File: config.mk
export PLATFORM = sky130hd
export DESIGN_NAME = serial_add_ctrl
export DESIGN_NICKNAME = d
export VERILOG_FILES = /design/src/rtl/serial_add_ctrl.sv
export SDC_FILE = /design/constraint.sdc
export NUM_CORES = 1
export LEC_CHECK = 0
export BUFFER_PORTS_ARGS = -buffer_cell sky130_fd_sc_hd__buf_2
export CELL_PAD_IN_SITES_DETAIL_PLACEMENT = 1
export CELL_PAD_IN_SITES_GLOBAL_PLACEMENT = 1
export CORE_MARGIN = 10
export CORE_UTILIZATION = 40
export CTS_CLUSTER_SIZE = 12
export DETAILED_ROUTE_END_ITERATION = 8
export PLACE_DENSITY = 0.76
export SYNTH_ARGS = -nofsm -noshare
export SYNTH_HDL_FRONTEND = slang
export SYNTH_SLANG_ARGS = --single-unit
export TNS_END_PERCENT = 1
File: constraint.sdc
create_clock -name clk -period 1.5 [get_ports clk]
set_input_delay 0.15 -clock clk [delete_from_list [all_inputs] [get_ports clk]]
set_output_delay 0.15 -clock clk [all_outputs]
set_load 0.01 [all_outputs]
File: src/rtl/serial_add_ctrl.sv
// Bit-serial add/subtract controller driving one shared 1-bit full adder, LSB first.
// Result is ready WIDTH edges after start is accepted; start is ignored while busy or done.

module full_adder (
  input  logic a,
  input  logic b,
  input  logic cin,
  output logic s,
  output logic cout
);
  assign s    = a ^ b ^ cin;
  assign cout = (a & b) | (cin & (a ^ b));
endmodule

module serial_add_ctrl #(
  parameter int WIDTH = 8
) (
  input  logic             clk,
  input  logic             reset,
  input  logic             start,
  input  logic             op,
  input  logic [WIDTH-1:0] a,
  input  logic [WIDTH-1:0] b,
  input  logic             cin,
  output logic             busy,
  output logic             done,
  output logic [WIDTH-1:0] sum,
  output logic             cout
);
  localparam int CW = $clog2(WIDTH);

  typedef enum logic [1:0] {IDLE, RUN, DONE} state_t;

  state_t           state_q, state_d;
  logic [WIDTH-1:0] a_sh_q, a_sh_d;
  logic [WIDTH-1:0] b_sh_q, b_sh_d;
  logic [WIDTH-2:0] s_sh_q, s_sh_d;
  logic             carry_q, carry_d;
  logic             op_q, op_d;
  logic [CW-1:0]    cnt_q, cnt_d;
  logic [WIDTH-1:0] sum_q, sum_d;
  logic             cout_q, cout_d;

  logic             fa_s, fa_cout;
  logic [WIDTH-1:0] acc_full;

  // Subtract feeds the inverted B bit; the +1 comes from the preset carry.
  full_adder u_fa (
    .a    (a_sh_q[0]),
    .b    (b_sh_q[0] ^ op_q),
    .cin  (carry_q),
    .s    (fa_s),
    .cout (fa_cout)
  );

  // Only WIDTH-1 earlier bits need storing; the final bit goes straight into sum.
  assign acc_full = {fa_s, s_sh_q};

  always_comb begin
    state_d = state_q;
    a_sh_d  = a_sh_q;
    b_sh_d  = b_sh_q;
    s_sh_d  = s_sh_q;
    carry_d = carry_q;
    op_d    = op_q;
    cnt_d   = cnt_q;
    sum_d   = sum_q;
    cout_d  = cout_q;
    case (state_q)
      IDLE: begin
        if (start) begin
          a_sh_d  = a;
          b_sh_d  = b;
          op_d    = op;
          carry_d = op ? 1'b1 : cin;
          cnt_d   = '0;
          state_d = RUN;
        end
      end
      RUN: begin
        a_sh_d  = a_sh_q >> 1;
        b_sh_d  = b_sh_q >> 1;
        s_sh_d  = acc_full[WIDTH-1:1];
        carry_d = fa_cout;
        if (cnt_q == CW'(WIDTH - 1)) begin
          sum_d   = acc_full;
          cout_d  = fa_cout;
          state_d = DONE;
        end else begin
          cnt_d = cnt_q + 1'b1;
        end
      end
      DONE: state_d = IDLE;
      default: state_d = IDLE;
    endcase
  end

  always_ff @(posedge clk) begin
    if (reset) begin
      state_q <= IDLE;
      a_sh_q  <= '0;
      b_sh_q  <= '0;
      s_sh_q  <= '0;
      carry_q <= 1'b0;
      op_q    <= 1'b0;
      cnt_q   <= '0;
      sum_q   <= '0;
      cout_q  <= 1'b0;
    end else begin
      state_q <= state_d;
      a_sh_q  <= a_sh_d;
      b_sh_q  <= b_sh_d;
      s_sh_q  <= s_sh_d;
      carry_q <= carry_d;
      op_q    <= op_d;
      cnt_q   <= cnt_d;
      sum_q   <= sum_d;
      cout_q  <= cout_d;
    end
  end

  assign busy = (state_q == RUN);
  assign done = (state_q == DONE);
  assign sum  = sum_q;
  assign cout = cout_q;
endmodule

==> results by group <==
GRT
  – Number of global-route vias before repair: 1578
  – GR Util All Layers: 12.01%
  – First-pass GRT wire length: 7.293 mm
  – Largest net degree at the start of global routing: 30
  – Initial antenna violation count: 0
  – Total congestion overflow: 0

Placement
  – Final HPWL DP: 3.065 mm
  – Port Buffers: 31
  – Dpl cell area: 0.001882 sq mm
  – RD Place Congestion: roughly 0.75

Setup path
  – Nature of the critical path endpoint: flop
  – Arrival @ worst endpoint: 1.61 ns
  – WP data required: 1.73 ns
  – WS Path Type: flop to flop
  – Worst setup SP type: flop
  – Crit path max fanout: 5

Floorplan
  – Die X: 85.39 um
  – Chip Height: 85.39 um
  – Die area: 0.007291 sq mm
  – Initial Utilization: between 40% and 50%
  – Rows: 23
  – Number of I/O pins: 32
  – Core Box Area: 0.004058 sq mm

Hold path
  – Hold Path Class: input port to flop

Clock network
  – Clk sink count: 39
  – CTS Buffer Depth: 2
  – Worst-skew pair later-pin latency: between 0.2 and 0.3 ns
  – H-tree Lvls: 2
  – Cts bufs inserted: 5
  – Setup bufs post-CTS: 0
  – Reg clk slew, reported paths: 0.08 ns
  – Root buffer cell: clkbuf_8
  – CTS tree: built

Final layout
  – Share of post-route cells with drive strength above 1: 27.56%
  – Area Growth Syn to Fin: 18.36%
  – Post-route cell area: 0.002024 sq mm
  – N_diodes: 0
  – Nets: about 250

Synth
  – Main flop type after synthesis: dfxtp_1
  – Sequential share of the synthesized area: 45.65%
  – Synth top cells by count: nand2_1, dfxtp_1, a21oi_1, nor2_1, a211oi_2
  – Async set-reset flop share out of synthesis: 0%
  – FF+latch count, synth: 39
  – Mapped Cells: approximately 190
  – Syn_area_per_cell: 8.862 sq um
  – Synth top area cells: dfxtp_1, nand2_1, a21oi_1
  – Mapped Nets: ~220
  – Count leader, synth: nand2_1
  – Syn Std Cell Area: 0.001710 sq mm
  – Synth warnings: 0
  – Synth top area share: 45.65%
  – Synth cell types: 34
  – EDFF count, synth: 0
  – Synth area leader: dfxtp_1

Power and ir drop
  – Worst ir drop on vdd: 0.0004499 V
  – LEAKAGE: 0.8237 nW
  – Power Density: 1150 mW/mm^2

STA
  – Relative slew slack: 68.34%
  – Final setup viols: 0
  – Unrepaired setup endpoints after global routing: no
  – Fin crit share: about 92%
  – Worst Max-Slew Pin Slew: between 0.4 and 0.5 ns
  – Setup TNS: 0 ns
  – Final Critical Period: 1.386 ns
  – Final hold viol count: 0
  – F_max: 721.4 MHz
  – Setup Skew: 0.003256 ns
  – Pins Over Slew Limit: 0

Route
  – Per-cell routed wire length: ~16 um
  – Pre-antenna DRT Iters: 4
  – ANT nets after route: 0
  – Number of DRC markers in iteration 0: 74
  – DR vias/cell: 5.167
  – Vias: 1421
  – Post-route DRC: 0
  – Total Wirelength: 4.295 mm

Outcome
  – Status: complete, no violations

Flow run
  – Reported max-cap violation count: 0
==> cell usage in the layout, fill, tap and decap left out, types with 2 or more instances in the layout <==
cell,Yosys,layout
nand2_1,42,42
nor2b_1,2,2
clkbuf_8,0,6
dfxtp_1,39,39
buf_4,4,5
mux2i_1,3,3
a211oi_1,6,6
inv_1,2,2
nand3b_1,4,4
o21ai_0,2,2
buf_2,4,31
nand2b_1,7,7
nor2_1,19,19
a211oi_2,9,9
a21oi_1,27,27
==> flip-flops by register name, indices dropped and copies added, names as in the netlist <==
signal	count
a_sh_q	8
b_sh_q	8
carry_q	1
cnt_q	3
cout	1
op_q	1
s_sh_q	7
state_q	2
sum	8
==> through the flow <==
| step | instances | util [%] | setup WS [ns] | power [mW] | hold slack [ns] |
|---|---|---|---|---|---|
| final | 275 | 49.89 | 0.1139 | 2.328 | 0.09848 |
| after global routing | 275 | 49.89 | 0.005480 | 2.438 | 0.1161 |
| after CTS | 274 | 49.37 | 0.02871 | 2.352 | 0.09239 |
| after detailed placement | 266 | 46.38 | -0.03841 | 1.433 | 0.3983 |
| after global placement | 266 | 46.38 | 0.1200 | 1.416 | 0.3893 |
| after floorplan | 193 | - | 0.1838 | 1.354 | 0.2910 |
==> what timing repair did <==
action	in CTS	in global routing
pin swaps	0	3
setup endpoints to repair	3	8
hold buffers	0	0
gates cloned	0	1
hold endpoints to repair	0	0
resized for setup	2	3
==> worst paths after layout <==
path              cells after the start              startpoint  slack (ns)                      to
setup / recovery                      4   cnt_q[0]$_SDFFE_PP0P_        0.11   cnt_q[0]$_SDFFE_PP0P_
hold / removal                        3                    a[3]         0.1  a_sh_q[3]$_SDFFE_PP0P_
setup reg to reg                      4   cnt_q[0]$_SDFFE_PP0P_        0.11   cnt_q[0]$_SDFFE_PP0P_
hold reg to reg                       2  s_sh_q[0]$_SDFFE_PP0P_        0.46     sum[0]$_SDFFE_PP0P_
==> logic make-up after synthesis <==
family	synth area share [%]
AOI/OAI and AO/OA	23.04
xor gates and xnor gates	0.5122
adders and majority gates	2.633
buffers and inverters	5.560
DFF	45.65
muxes	2.414
and+or+nand+nor	20.19
==> where the power goes <==
group	internal (mW)	leakage, nW	switching [mW]	total, mW
combinational	0.122	0.443	0.174	0.296
clock	0.538	0.0612	0.376	0.915
sequential	1.09	0.319	0.0302	1.12
==> final cells by class <==
class,instances,area [sq um]
Inverter,3,16.27
Tap cell,50,62.56
Timing Repair Buffer,36,192.7
Fill cell,497,2033
Sequential cell,39,780.7
Clock buffer,6,82.58
Clock inverter,2,35.03
Multi-Input combinational cell,139,854.6
==> metal layers <==
layer	wire length [um]	track usage [%]	vias to the layer above
li1	-	-	716
met1	1796	12.85	670
met2	2180	21.32	27
met3	269	4.876	8
met4	49	2.994	0
met5	0	0	-
==> critical path: stages, from the launching register on <==
cell and delay [ns]:
dfxtp_1 0.34, ha_1 0.22, ha_2 0.21, or4_1 0.49, o21ai_0 0.08
Power figures use the tool's default switching activity.
